==> src/rtl/matrix_loader_if.sv <==
// ============================================================================
//  Module   : matrix_port_if / sram_port_if
//  Brief    : Multiplier-side request port and SRAM-side read port of the
//             matrix loader, each with master/slave modports.
//  Revision : 1.0  initial release
// ============================================================================
`default_nettype none

interface matrix_port_if #(
    parameter int ADDR_WIDTH = 12,
    parameter int DATA_WIDTH = 16,
    parameter int BANDWIDTH  = 16
);
    logic                             matrix_enable;
    logic [ADDR_WIDTH-1:0]            matrix_addr;
    logic [DATA_WIDTH*BANDWIDTH-1:0]  matrix_data;
    logic                             matrix_ready;

    // master = multiplier, slave = loader
    modport master (
        output matrix_enable,
        output matrix_addr,
        input  matrix_data,
        input  matrix_ready
    );

    modport slave (
        input  matrix_enable,
        input  matrix_addr,
        output matrix_data,
        output matrix_ready
    );
endinterface

interface sram_port_if #(
    parameter int ADDR_WIDTH = 12,
    parameter int DATA_WIDTH = 16
);
    logic                   sram_en;
    logic [ADDR_WIDTH-1:0]  sram_addr;
    logic [DATA_WIDTH-1:0]  sram_rdata;

    // master = loader, slave = SRAM
    modport master (
        output sram_en,
        output sram_addr,
        input  sram_rdata
    );

    modport slave (
        input  sram_en,
        input  sram_addr,
        output sram_rdata
    );
endinterface

`default_nettype wire

==> src/rtl/matrix_loader.sv <==
// ============================================================================
//  Module   : matrix_loader
//  Brief    : Fetches BANDWIDTH consecutive elements from a one-element-wide
//             weight SRAM and presents them as one wide word with a ready flag.
//  Revision : 1.0  initial release
// ============================================================================
`default_nettype none

module matrix_loader #(
    parameter int NUM_ROWS   = 64,
    parameter int NUM_COLS   = 64,
    parameter int DATA_WIDTH = 16,
    parameter int BANDWIDTH  = 16,
    parameter int ADDR_WIDTH = $clog2(NUM_ROWS*NUM_COLS)
) (
    input  wire              clk,
    input  wire              rst,
    matrix_port_if.slave     mtx,
    sram_port_if.master      sram
);

    localparam int                  c_LW       = (BANDWIDTH > 1) ? $clog2(BANDWIDTH) : 1;
    localparam logic [ADDR_WIDTH:0] c_MEM_SIZE = (ADDR_WIDTH+1)'(NUM_ROWS*NUM_COLS);
    localparam logic [c_LW-1:0]     c_LAST     = c_LW'(BANDWIDTH-1);

    typedef enum logic [3:0] {
        S_IDLE  = 4'b0001,
        S_FETCH = 4'b0010,
        S_DRAIN = 4'b0100,
        S_HOLD  = 4'b1000
    } state_t;

    state_t                          r_state;
    logic [ADDR_WIDTH-1:0]           r_base;
    logic [c_LW-1:0]                 r_issue_cnt;
    logic [c_LW-1:0]                 r_cap_cnt;
    logic [DATA_WIDTH*BANDWIDTH-1:0] r_data;
    logic                            r_ready;
    logic                            r_sram_en;
    logic [ADDR_WIDTH-1:0]           r_sram_addr;

    // Two-stage issue tracker: stage 1 mirrors the strobe on the SRAM port,
    // stage 2 lines up with the cycle in which sram_rdata is valid.
    logic                            r_p1_live;
    logic                            r_p1_real;
    logic [c_LW-1:0]                 r_p1_lane;
    logic                            r_p2_live;
    logic                            r_p2_real;
    logic [c_LW-1:0]                 r_p2_lane;

    logic [ADDR_WIDTH:0]             w_ea;
    logic                            w_in_range;
    logic                            w_busy;
    logic                            w_capture;

    assign w_ea       = {1'b0, r_base} + (ADDR_WIDTH+1)'(r_issue_cnt);
    assign w_in_range = (w_ea < c_MEM_SIZE);
    assign w_busy     = (r_state == S_FETCH) || (r_state == S_DRAIN);
    assign w_capture  = w_busy && mtx.matrix_enable && r_p2_live && r_p2_real;

    always_ff @(posedge clk) begin
        if (rst) begin
            r_state     <= S_IDLE;
            r_base      <= '0;
            r_issue_cnt <= '0;
            r_cap_cnt   <= '0;
            r_data      <= '0;
            r_ready     <= 1'b0;
            r_sram_en   <= 1'b0;
            r_sram_addr <= '0;
            r_p1_live   <= 1'b0;
            r_p1_real   <= 1'b0;
            r_p1_lane   <= '0;
            r_p2_live   <= 1'b0;
            r_p2_real   <= 1'b0;
            r_p2_lane   <= '0;
        end else begin
            r_sram_en <= 1'b0;
            r_p1_live <= 1'b0;
            r_p2_live <= r_p1_live;
            r_p2_real <= r_p1_real;
            r_p2_lane <= r_p1_lane;

            if (w_capture) begin
                r_data[int'(r_p2_lane)*DATA_WIDTH +: DATA_WIDTH] <= sram.sram_rdata;
            end
            if (w_busy && mtx.matrix_enable && r_p2_live) begin
                r_cap_cnt <= r_cap_cnt + c_LW'(1);
            end

            case (r_state)
                S_IDLE: begin
                    r_ready <= 1'b0;
                    if (mtx.matrix_enable) begin
                        r_base      <= mtx.matrix_addr;
                        r_data      <= '0;
                        r_issue_cnt <= '0;
                        r_cap_cnt   <= '0;
                        r_state     <= S_FETCH;
                    end
                end

                S_FETCH: begin
                    if (!mtx.matrix_enable) begin
                        r_p2_live <= 1'b0;
                        r_state   <= S_IDLE;
                    end else begin
                        // Out-of-range lanes still consume an issue slot so
                        // latency stays fixed; they just never touch the SRAM.
                        r_sram_en   <= w_in_range;
                        if (w_in_range) begin
                            r_sram_addr <= w_ea[ADDR_WIDTH-1:0];
                        end
                        r_p1_live   <= 1'b1;
                        r_p1_real   <= w_in_range;
                        r_p1_lane   <= r_issue_cnt;
                        r_issue_cnt <= r_issue_cnt + c_LW'(1);
                        if (r_issue_cnt == c_LAST) begin
                            r_state <= S_DRAIN;
                        end
                    end
                end

                S_DRAIN: begin
                    if (!mtx.matrix_enable) begin
                        r_p2_live <= 1'b0;
                        r_state   <= S_IDLE;
                    end else if (r_p2_live && (r_cap_cnt == c_LAST)) begin
                        r_ready <= 1'b1;
                        r_state <= S_HOLD;
                    end
                end

                S_HOLD: begin
                    if (!mtx.matrix_enable) begin
                        r_ready <= 1'b0;
                        r_state <= S_IDLE;
                    end
                end

                default: begin
                    r_ready <= 1'b0;
                    r_state <= S_IDLE;
                end
            endcase
        end
    end

    assign mtx.matrix_data  = r_data;
    assign mtx.matrix_ready = r_ready;
    assign sram.sram_en     = r_sram_en;
    assign sram.sram_addr   = r_sram_addr;

endmodule

`default_nettype wire

==> src/flat_wrapper.sv <==
// flat-port wrapper written by rule: the top's interface ports become plain ports
module matrix_loader_flat 
#(
    parameter int NUM_ROWS   = 64,
    parameter int NUM_COLS   = 64,
    parameter int DATA_WIDTH = 16,
    parameter int BANDWIDTH  = 16,
    parameter int ADDR_WIDTH = $clog2(NUM_ROWS*NUM_COLS)
)
  (clk, rst, mtx_matrix_enable, mtx_matrix_addr, mtx_matrix_data, mtx_matrix_ready, sram_sram_en, sram_sram_addr, sram_sram_rdata);
  matrix_port_if #(.ADDR_WIDTH(ADDR_WIDTH), .DATA_WIDTH(DATA_WIDTH), .BANDWIDTH(BANDWIDTH)) mtx_i ();
  sram_port_if #(.ADDR_WIDTH(ADDR_WIDTH), .DATA_WIDTH(DATA_WIDTH)) sram_i ();
  input  wire clk;
  input  wire rst;
  input wire logic [$bits(mtx_i.matrix_enable)-1:0] mtx_matrix_enable;
  input wire logic [$bits(mtx_i.matrix_addr)-1:0] mtx_matrix_addr;
  output wire logic [$bits(mtx_i.matrix_data)-1:0] mtx_matrix_data;
  output wire logic [$bits(mtx_i.matrix_ready)-1:0] mtx_matrix_ready;
  output wire logic [$bits(sram_i.sram_en)-1:0] sram_sram_en;
  output wire logic [$bits(sram_i.sram_addr)-1:0] sram_sram_addr;
  input wire logic [$bits(sram_i.sram_rdata)-1:0] sram_sram_rdata;
  assign mtx_i.matrix_enable = mtx_matrix_enable;
  assign mtx_i.matrix_addr = mtx_matrix_addr;
  assign mtx_matrix_data = mtx_i.matrix_data;
  assign mtx_matrix_ready = mtx_i.matrix_ready;
  assign sram_sram_en = sram_i.sram_en;
  assign sram_sram_addr = sram_i.sram_addr;
  assign sram_i.sram_rdata = sram_sram_rdata;
  matrix_loader #(.NUM_ROWS(NUM_ROWS), .NUM_COLS(NUM_COLS), .DATA_WIDTH(DATA_WIDTH), .BANDWIDTH(BANDWIDTH), .ADDR_WIDTH(ADDR_WIDTH)) u_core (.clk(clk), .rst(rst), .mtx(mtx_i), .sram(sram_i));
endmodule
==> config.mk <==
export PLATFORM = sky130hd
export DESIGN_NAME = matrix_loader_flat
export DESIGN_NICKNAME = d
export VERILOG_FILES = /design/src/rtl/matrix_loader_if.sv /design/src/rtl/matrix_loader.sv /design/src/flat_wrapper.sv
export SDC_FILE = /design/constraint.sdc
export NUM_CORES = 1
export LEC_CHECK = 0
export CORE_UTILIZATION = 53
export DETAILED_ROUTE_END_ITERATION = 8
export PLACE_DENSITY = 0.85
export SLEW_MARGIN = 20
export SYNTH_ARGS = -nofsm -noshare
export SYNTH_HDL_FRONTEND = slang
export SYNTH_SLANG_ARGS = --single-unit
==> constraint.sdc <==
create_clock -name clk -period 5.65 [get_ports clk]
set_input_delay 1.695 -clock clk [delete_from_list [all_inputs] [get_ports clk]]
set_output_delay 1.695 -clock clk [all_outputs]
set_load 0.03 [all_outputs]
Word-level counts from Yosys, hierarchy flattened
Index checks and enable logic that the tools add are counted.
{"block": "op_classes", "n_addsub": 4, "n_lt_le_gt_ge": 1, "eq_ne": 13, "n_shift": 2, "mux": 24, "bitwise_logic": 2, "reduce_logical": 15}
{"cell": "two-way mux 256 bit", "n": 3}
{"cell": "bitwise mux 256 bit", "n": 1}
{"cell": "variable shift 16 x 33 -> 256 bit (first input constant)", "n": 1}
{"cell": "indexed part select 16 x 33 -> 256 bit", "n": 1}
{"cell": "two-way mux 4 bit", "n": 11}
{"cell": "negation 8 -> 33 bit", "n": 1}
{"cell": "one-hot mux 4 bit (4 select lines)", "n": 1}
{"cell": "adder 12 x 4 -> 13 bit", "n": 1}
{"cell": "less-than comparator 13 bit (second input constant)", "n": 1}
{"cell": "== test 4 bit (second input constant)", "n": 3}
{"cell": "inequality test 2 bit (second input constant)", "n": 5}
{"cell": "adder 4 x 1 -> 4 bit (second input constant)", "n": 2}
{"cell": "one-hot mux 4 bit (2 select lines)", "n": 1}
{"cell": "AND reduction 4 bit", "n": 2}
{"cell": "two-way mux 1 bit", "n": 6}
{"cell": "inequality test 3 bit (second input constant)", "n": 2}
{"cell": "AND reduction 3 bit", "n": 2}
{"cell": "== test 4 x 1 -> 1 bit (second input constant)", "n": 1}
{"cell": "== test 4 x 2 -> 1 bit (second input constant)", "n": 1}
{"cell": "== test 4 x 3 -> 1 bit (second input constant)", "n": 1}
{"cell": "logical AND 1 bit", "n": 4}
{"cell": "AND reduction 2 bit", "n": 2}
{"cell": "OR reduction 2 bit", "n": 2}
{"cell": "one-hot mux 1 bit (3 select lines)", "n": 1}
{"cell": "other kinds (4)", "n": 5}
{"block": "word_totals", "ff_bits": 306, "input_bits": 31, "out_inout_bits": 270}

Logic depth before layout (Yosys ltp)
Gate-level depths: netlist (run 1).
{"block": "logic_depth", "word_depth": 8, "depth_mapped": 12}

Worst setup path before layout (run 1)
Ideal clock, no wire load.
{"block": "synth_timing", "path_kind": "in2reg", "startpoint": "in mtx_matrix_enable", "endpoint": "reg u_core.r_data[86], in the netlist u_core.mtx.matrix_data[86]", "setup_ps": 128, "t_arrival_ps": 3192, "required_time_ps": 5522, "setup_slack_ps": 2330, "stages": 6, "n_path_buf": 1, "cell_sequence": "nor3b_4 nand4b_2 nor4_4 buf_6 mux2i_1 nor2_1"}
{"block": "synth_via", "elab_chain_cells": 6}
{"element": "start: declaration", "line": "flat_wrapper.sv:15", "text": "input wire logic [$bits(mtx_i.matrix_enable)-1:0] mtx_matrix_enable;"}
{"element": "logical AND 1 bit (3 in a row)", "line": "matrix_loader.sv:59", "text": "assign w_capture = w_busy && mtx.matrix_enable && r_p2_live && r_p2_real;"}
{"element": "two-way mux 256 bit", "line": "matrix_loader.sv:84", "text": "if (w_capture) begin"}
{"element": "two-way mux 256 bit", "line": "matrix_loader.sv:94", "text": "if (mtx.matrix_enable) begin"}
{"element": "two-way mux 256 bit *", "line": "matrix_loader.sv:91", "text": "case (r_state)"}
{"element": "end signal: indexed assignment", "line": "matrix_loader.sv:85", "text": "r_data[int'(r_p2_lane)*DATA_WIDTH +: DATA_WIDTH] <= sram.sram_rdata;"}
{"element": "end: declaration", "line": "matrix_loader.sv:37", "text": "logic [DATA_WIDTH*BANDWIDTH-1:0] r_data;"}
Every way passes the cells marked *; elsewhere a longest branch is shown, timed or not.
A chain may end at the register's enable or synchronous reset.

Worst setup path in the final report (run 1)
{"block": "layout_timing", "startpoint": "in mtx_matrix_enable", "endpoint": "reg u_core.r_data[43], in the netlist u_core.mtx.matrix_data[43]"}
Same word-level chain as after synthesis.

==> results.ini, run 1 <==
[synthesis]
synth_seq_cells = 306
syn-num-nets = 1432
synth_cell_types = 65
syn_inst = 1392
yosys_warnings = 0
ys_seq_area_frac = 0.5109
syn_avg_cell_area_sq_um = 8.614
ys_async_sr_fraction = 0
ys_top_cells_by_area = dfxtp_1 51%, nand3_1 9.8%, mux2i_1 4.5%
synth_top_area_cell = dfxtp_1
synth_flop_cell = dfxtp_1
syn_area_sq_um = 11990
synth_edf_count = 0
netlist.area_leader.share = 0.5109
yosysMostFrequentCell = dfxtp_1
ys_top_cells_by_count = 306 x dfxtp_1, 235 x nand3_1, 138 x nand2_1

[die]
fp.dieW_um = 152.4
dieArea_sq_um = 23230
start_util = 0.5444
dieHeight_um = 152.4
coreArea_sq_um = 22030
pin_count = 301
rows = 54

[clocking]
clk_latency_ns = 0.56
cts_resized = 0
h-tree-depth = 1
cts_setup_buffers = 0
numCtsBuffers = 31
cts_root_buf = clkbuf_16
clock_sinks = 306
clock_path_buffers = 3
clk_pin_slew_ns = 0.06
cts_hold_buf = 0
cts_tree = built

[route]
drtAntennaViolNets = 0
wirelength_um = 37070
dr.pass1.iters = 7
viasPerCell = 5.829
drt_iter0_drc = 761
drc = 28
wl_per_cell_um = 19.36
route.vias.total = 11160

[hold_path]
hold_path_class = reg2reg
worstHoldStart = u_core.mtx.matrix_data[53]

[critical_path]
cp.arrival_ns = 4.57
worstSetupPathType = in2reg
startpoint_type = input port
startpoint = mtx_matrix_enable
worstPathRequired_ns = 6.05
crit_fanout = 28
worstReg2RegStart = u_core.r_p2_lane[0]
endpoint_kind = register

[sta]
period_share = 0.7387
min_period_ns = 4.174
timing.final.ws_setup_ns = 1.476
max_freq_mhz = 239.6
slew_headroom = 0.2954
slew_violations = 0
tns_ns = 0
tightest_slew_ns = 1.051
rsz0062_at_grt = false
finalClockSkew_ns = 0.01336
hold_viol_final = 0
setup_violations = 0

[final_layout]
utilization = 0.7296
layout-drive-gt1-share = 0.05872
layout.nets = 1651
nFillCells = 1637
antenna_cells = 0
area_growth_pct = 34.03
fin_area_sq_um = 16070

[pwr]
cellLeakagePower_nw = 5.391
peakVddDrop_mv = 0.2524
cellPowerDensity_nw_per_um2 = 288.5

[global_route]
grt_pass1_wl_um = 57060
grt_max_degree = 76
grt_use_total = 0.3075
grt_overflow = 0
first_global_vias = 10260
antenna_found_initial = 1

[placement]
port_buffers = 300
place.gp.congestion = 0.9026
dp_hpwl_um = 24620
pre_cts_ws_ns = 0.9578
place_area_sq_um = 14970

[run]
drv.max_cap_violation_count = 0

[run_status]
status = finished, violations left
violations = DRC

-- area by class of cell --
| cell class | count | area [sq um] | area share |
|---|---|---|---|
| clock buffer | 42 | 857.1 | 0.05333 |
| tap | 280 | 350.3 | 0.02180 |
| inverter | 10 | 37.54 | 0.002336 |
| timing repair buffer | 319 | 3171 | 0.1973 |
| sequential | 306 | 6127 | 0.3813 |
| clock inverter | 15 | 239.0 | 0.01487 |
| multi-input combinational | 943 | 5289 | 0.3291 |
-- cells in the final DEF (no fill, tap or decap), drive strengths merged, types with 6 or more instances in the layout --
cell and n:
a21oi 87, and3 25, buf 19, bufinv 6, clkbuf 42, clkdlybuf4s50 300
dfxtp 306, ha 8, inv 10, mux2i 54, nand2 139, nand2b 26
nand3 236, nand4 17, nor2 90, nor2b 9, nor3 12, nor4 6
o21ai 159, xnor2 6, xor2 9
-- critical path, cell delays in order --
cell and delay [ns]:
clkdlybuf4s50_1 0.70, nor3b_4 0.41, nand4b_2 0.34, or4_1 1.03
nand3_1 0.26, o21ai_1 0.11
-- final timing paths --
path / to / slack, ns / depth (start not counted)
hold reg to reg: u_core.mtx.matrix_data[53] / 0.45 / 2
setup / recovery: u_core.mtx.matrix_data[43] / 1.48 / 6
setup reg to reg: u_core.mtx.matrix_data[43] / 2.10 / 7
hold / removal: u_core.mtx.matrix_data[53] / 0.45 / 2
-- metrics by stage --
step / hold slack (ns) / instances / power [mW]
after global placement: 0.4375 / 1858 / 2.485
after CTS: 0.4526 / 1915 / 4.639
final: 0.4530 / 1915 / 4.637
after floorplan: 0.4304 / 1392 / 2.396
after detailed placement: 0.4441 / 1858 / 2.488
after global routing: 0.4684 / 1915 / 4.769
-- power by group --
| part | switching [mW] | internal (mW) | total, mW |
|---|---|---|---|
| clock network | 0.856 | 1.33 | 2.19 |
| registers | 0.0198 | 2.17 | 2.19 |
| logic | 0.184 | 0.0689 | 0.253 |
-- state kept, by name, summed over array words and instances, names as in the netlist, named ones only --
signal	flops
u_core.r_p1_real	1
u_core.r_p2_real	1
u_core.sram.sram_en	1
u_core.r_base	12
u_core.r_state	4
u_core.r_p1_live	1
u_core.sram.sram_addr	12
u_core.r_p2_live	1
u_core.mtx.matrix_data	256
u_core.r_issue_cnt	4
u_core.r_p2_lane	4
u_core.r_cap_cnt	1
u_core.r_p1_lane	4
u_core.mtx.matrix_ready	1
-- cell families after synthesis --
kind of cell               after synthesis  synth area share
and+or+nand+nor                        589            0.2448
DFF                                    306            0.5109
AOI/OAI and AO/OA                      276            0.1247
buffers and inverters                  143           0.05228
muxes                                   54           0.04508
xor gates and xnor gates                15           0.01221
adders and majority gates                9           0.01002
-- metal layers --
metal  vias to the layer above  routed length [um]  global-route usage
met3                        84                3545             0.07395
li1                       5281                   -                   -
met4                         0                1286              0.1087
met2                       556               17380              0.5091
met1                      5241               14850              0.3919
met5                         -                   0                   0
Power figures use the tool's default switching activity.
==> run 2, diff against run 1 <==
--- a/config.mk
+++ b/config.mk
@@ -5,9 +5,9 @@
 export SDC_FILE = /design/constraint.sdc
 export NUM_CORES = 1
 export LEC_CHECK = 0
-export CORE_UTILIZATION = 53
+export CORE_UTILIZATION = 49
 export DETAILED_ROUTE_END_ITERATION = 8
-export PLACE_DENSITY = 0.85
+export PLACE_DENSITY = 0.8
 export SLEW_MARGIN = 20
 export SYNTH_ARGS = -nofsm -noshare
 export SYNTH_HDL_FRONTEND = slang
==> constraint.sdc (replaced) <==
create_clock -name clk -period 4.4 [get_ports clk]
set_input_delay 1.32 -clock clk [delete_from_list [all_inputs] [get_ports clk]]
set_output_delay 1.32 -clock clk [all_outputs]
set_load 0.03 [all_outputs]
==> run 2 against run 1 <==
  * The flow now finishes without violations
  * Register-to-register slack worse by 1.1 ns
  * Clock skew decreased by 0.0045 ns
  * Sequential share of layout area is 0.23 points lower
  * Design area up 0.62%
  * Critical path type unchanged
==> results.ini, run 2 (synthesis results as in run 1) <==
[final_layout]
largest_register_ffs = 256  ; unchanged
finalNonFillerCells = 1966  ; was 1915
utilization = 0.6807  ; was 0.7296
final_common_cell = dfxtp_1  ; unchanged
layout.nets = 1664  ; was 1651
layout-drive-gt1-share = 0.06679  ; was 0.05872
most-common-layout-cells = 305 x dfxtp_1, 300 x clkdlybuf4s50_1, 235 x nand3_1  ; unchanged
antenna_cells = 0  ; unchanged
area_growth_pct = 34.85  ; was 34.03%
fin_area_sq_um = 16170  ; was 16070 sq um

[clocking]
clock_path_buffers = 3  ; unchanged
cts_hold_buf = 0  ; unchanged
cts_setup_buffers = 0  ; unchanged
h-tree-depth = 1  ; unchanged
cts_tree = built  ; unchanged
clk_pin_slew_ns = 0.06  ; about the same
clock_sinks = 306  ; unchanged
clk_latency_ns = 0.55  ; was 0.56 ns
numCtsBuffers = 30  ; was 31
cts_resized = 0  ; unchanged
cts_root_buf = clkbuf_16  ; unchanged

[sta]
rsz0062_at_grt = false  ; unchanged
tns_ns = 0  ; unchanged
tightest_slew_ns = 1.006  ; was 1.051 ns
slew_headroom = 0.3275  ; was 0.2954
setup_violations = 0  ; unchanged
timing.final.ws_setup_ns = 0.7791  ; was 1.476 ns
max_freq_mhz = 276.2
period_share = 0.8229
finalClockSkew_ns = 0.008833  ; was 0.01336 ns
hold_viol_final = 0  ; unchanged
min_period_ns = 3.621
slew_violations = 0  ; unchanged

[placement]
place.gp.congestion = 0.8514  ; was 0.9026
pre_cts_ws_ns = 0.3287  ; was 0.9578 ns
dp.cells = 1911  ; was 1858
dp_hpwl_um = 24960  ; was 24620 um
port_buffers = 300  ; unchanged
place_area_sq_um = 15130  ; was 14970 sq um

[run_status]
status = finished clean  ; was finished, violations left

[route]
wl_per_cell_um = 19.12  ; was 19.36 um
wirelength_um = 37600  ; was 37070 um
dr.pass1.iters = 5  ; was 7
drt_iter0_drc = 820  ; was 761
drtAntennaViolNets = 0  ; unchanged
drc = 0  ; was 28
viasPerCell = 5.655  ; was 5.829
route.vias.total = 11120  ; was 11160

[critical_path]
critPathSlowestCell = or4_1  ; unchanged
worstPathRequired_ns = 4.78  ; was 6.05 ns
critical_path.top_delay_family = simple AND/OR/NAND/NOR gates  ; unchanged
startpoint_type = input port  ; unchanged
cp.arrival_ns = 4.00  ; was 4.57 ns
endpoint_kind = register  ; unchanged
worstSetupPathType = in2reg  ; unchanged
crit_fanout = 32  ; was 28
path_cells = clkdlybuf4s50_1, nor3b_4, nand3_2, or4_1, nand3_1, o21ai_0  ; was clkdlybuf4s50_1, nor3b_4, nand4b_2, or4_1, nand3_1, o21ai_1
critPathBufInv = 1  ; unchanged
cpPeakStageDelay_ns = 1.02  ; was 1.03 ns

[hold_path]
hold_path_class = reg2reg  ; unchanged

[global_route]
gr-usage-met3 = 0.08111  ; was 0.07395
first_global_vias = 10290  ; was 10260
grtUsageMet1 = 0.3704  ; was 0.3919
grt_overflow = 0  ; unchanged
antenna_found_initial = 1  ; unchanged
grt_use_total = 0.2914  ; was 0.3075
grt_max_degree = 79  ; was 76
grt_pass1_wl_um = 56580  ; was 57060 um
top_usage_layer = met2  ; unchanged
met2_usage = 0.4683  ; was 0.5091

[die]
pin_count = 301  ; unchanged
fp.dieW_um = 158.4  ; was 152.4 um
dieArea_sq_um = 25100  ; was 23230 sq um
coreArea_sq_um = 23750  ; was 22030 sq um
rows = 56  ; was 54
start_util = 0.5048  ; was 0.5444
dieHeight_um = 158.4  ; was 152.4 um

[pwr]
cellLeakagePower_nw = 5.435  ; was 5.391 nW
cellPowerDensity_nw_per_um2 = 360.9  ; was 288.5 nW/um^2
peakVddDrop_mv = 0.2241  ; was 0.2524 mV

[run]
drv.max_cap_violation_count = 0  ; unchanged

-- run 2: metrics by stage --
step / total power [mW] / hold slack, ns
detailed placement: 3.210 / 0.4344
floorplan: 3.077 / 0.4304
finish: 5.835 / 0.4423
CTS: 5.865 / 0.4439
global placement: 3.204 / 0.4354
global route: 6.004 / 0.4674
-- run 2: worst register-to-register path, cell delays in order (launching register included) --
cell and delay (ns):
dfxtp_2 0.33, buf_4 0.62, nor3_1 0.10, ha_1 0.45, or4bb_1 0.55, or4_1 0.88, nand3_1 0.23, o21ai_0 0.10
-- run 2: path summary, 6_finish.rpt --
kind	start	to	slack, ns	cells past startpoint
worst min register to register	u_core.mtx.matrix_data[38]	u_core.mtx.matrix_data[38]	0.44	2
worst min-delay path	u_core.mtx.matrix_data[38]	u_core.mtx.matrix_data[38]	0.44	2
worst max register to register	u_core.r_p2_lane[0]	u_core.mtx.matrix_data[132]	1.00	7
worst max-delay path	mtx_matrix_enable	u_core.mtx.matrix_data[240]	0.78	6
-- run 2: power by group --
part	internal [mW]	total, mW	switching (mW)
Combinational	0.0968	0.339	0.242
Clock	1.59	2.68	1.09
Sequential	2.79	2.82	0.0264
Total	4.47	5.83	1.36
-- run 2: cell type report --
cell class | instances | area, sq um
fill | 1893 | 7584
sequential | 306 | 6127
multi-input combinational | 943 | 5280
timing repair buffer | 333 | 3288
clock buffer | 40 | 849.6
tap | 319 | 399.1
clock inverter | 15 | 187.7
inverter | 10 | 37.54
-- run 2: routing by layer --
layer / up-vias / wire (um)
li1: 5313 / -
met1: 5236 / 15530
met2: 487 / 17020
met3: 81 / 3670
met4: 0 / 1375
met5: - / 0
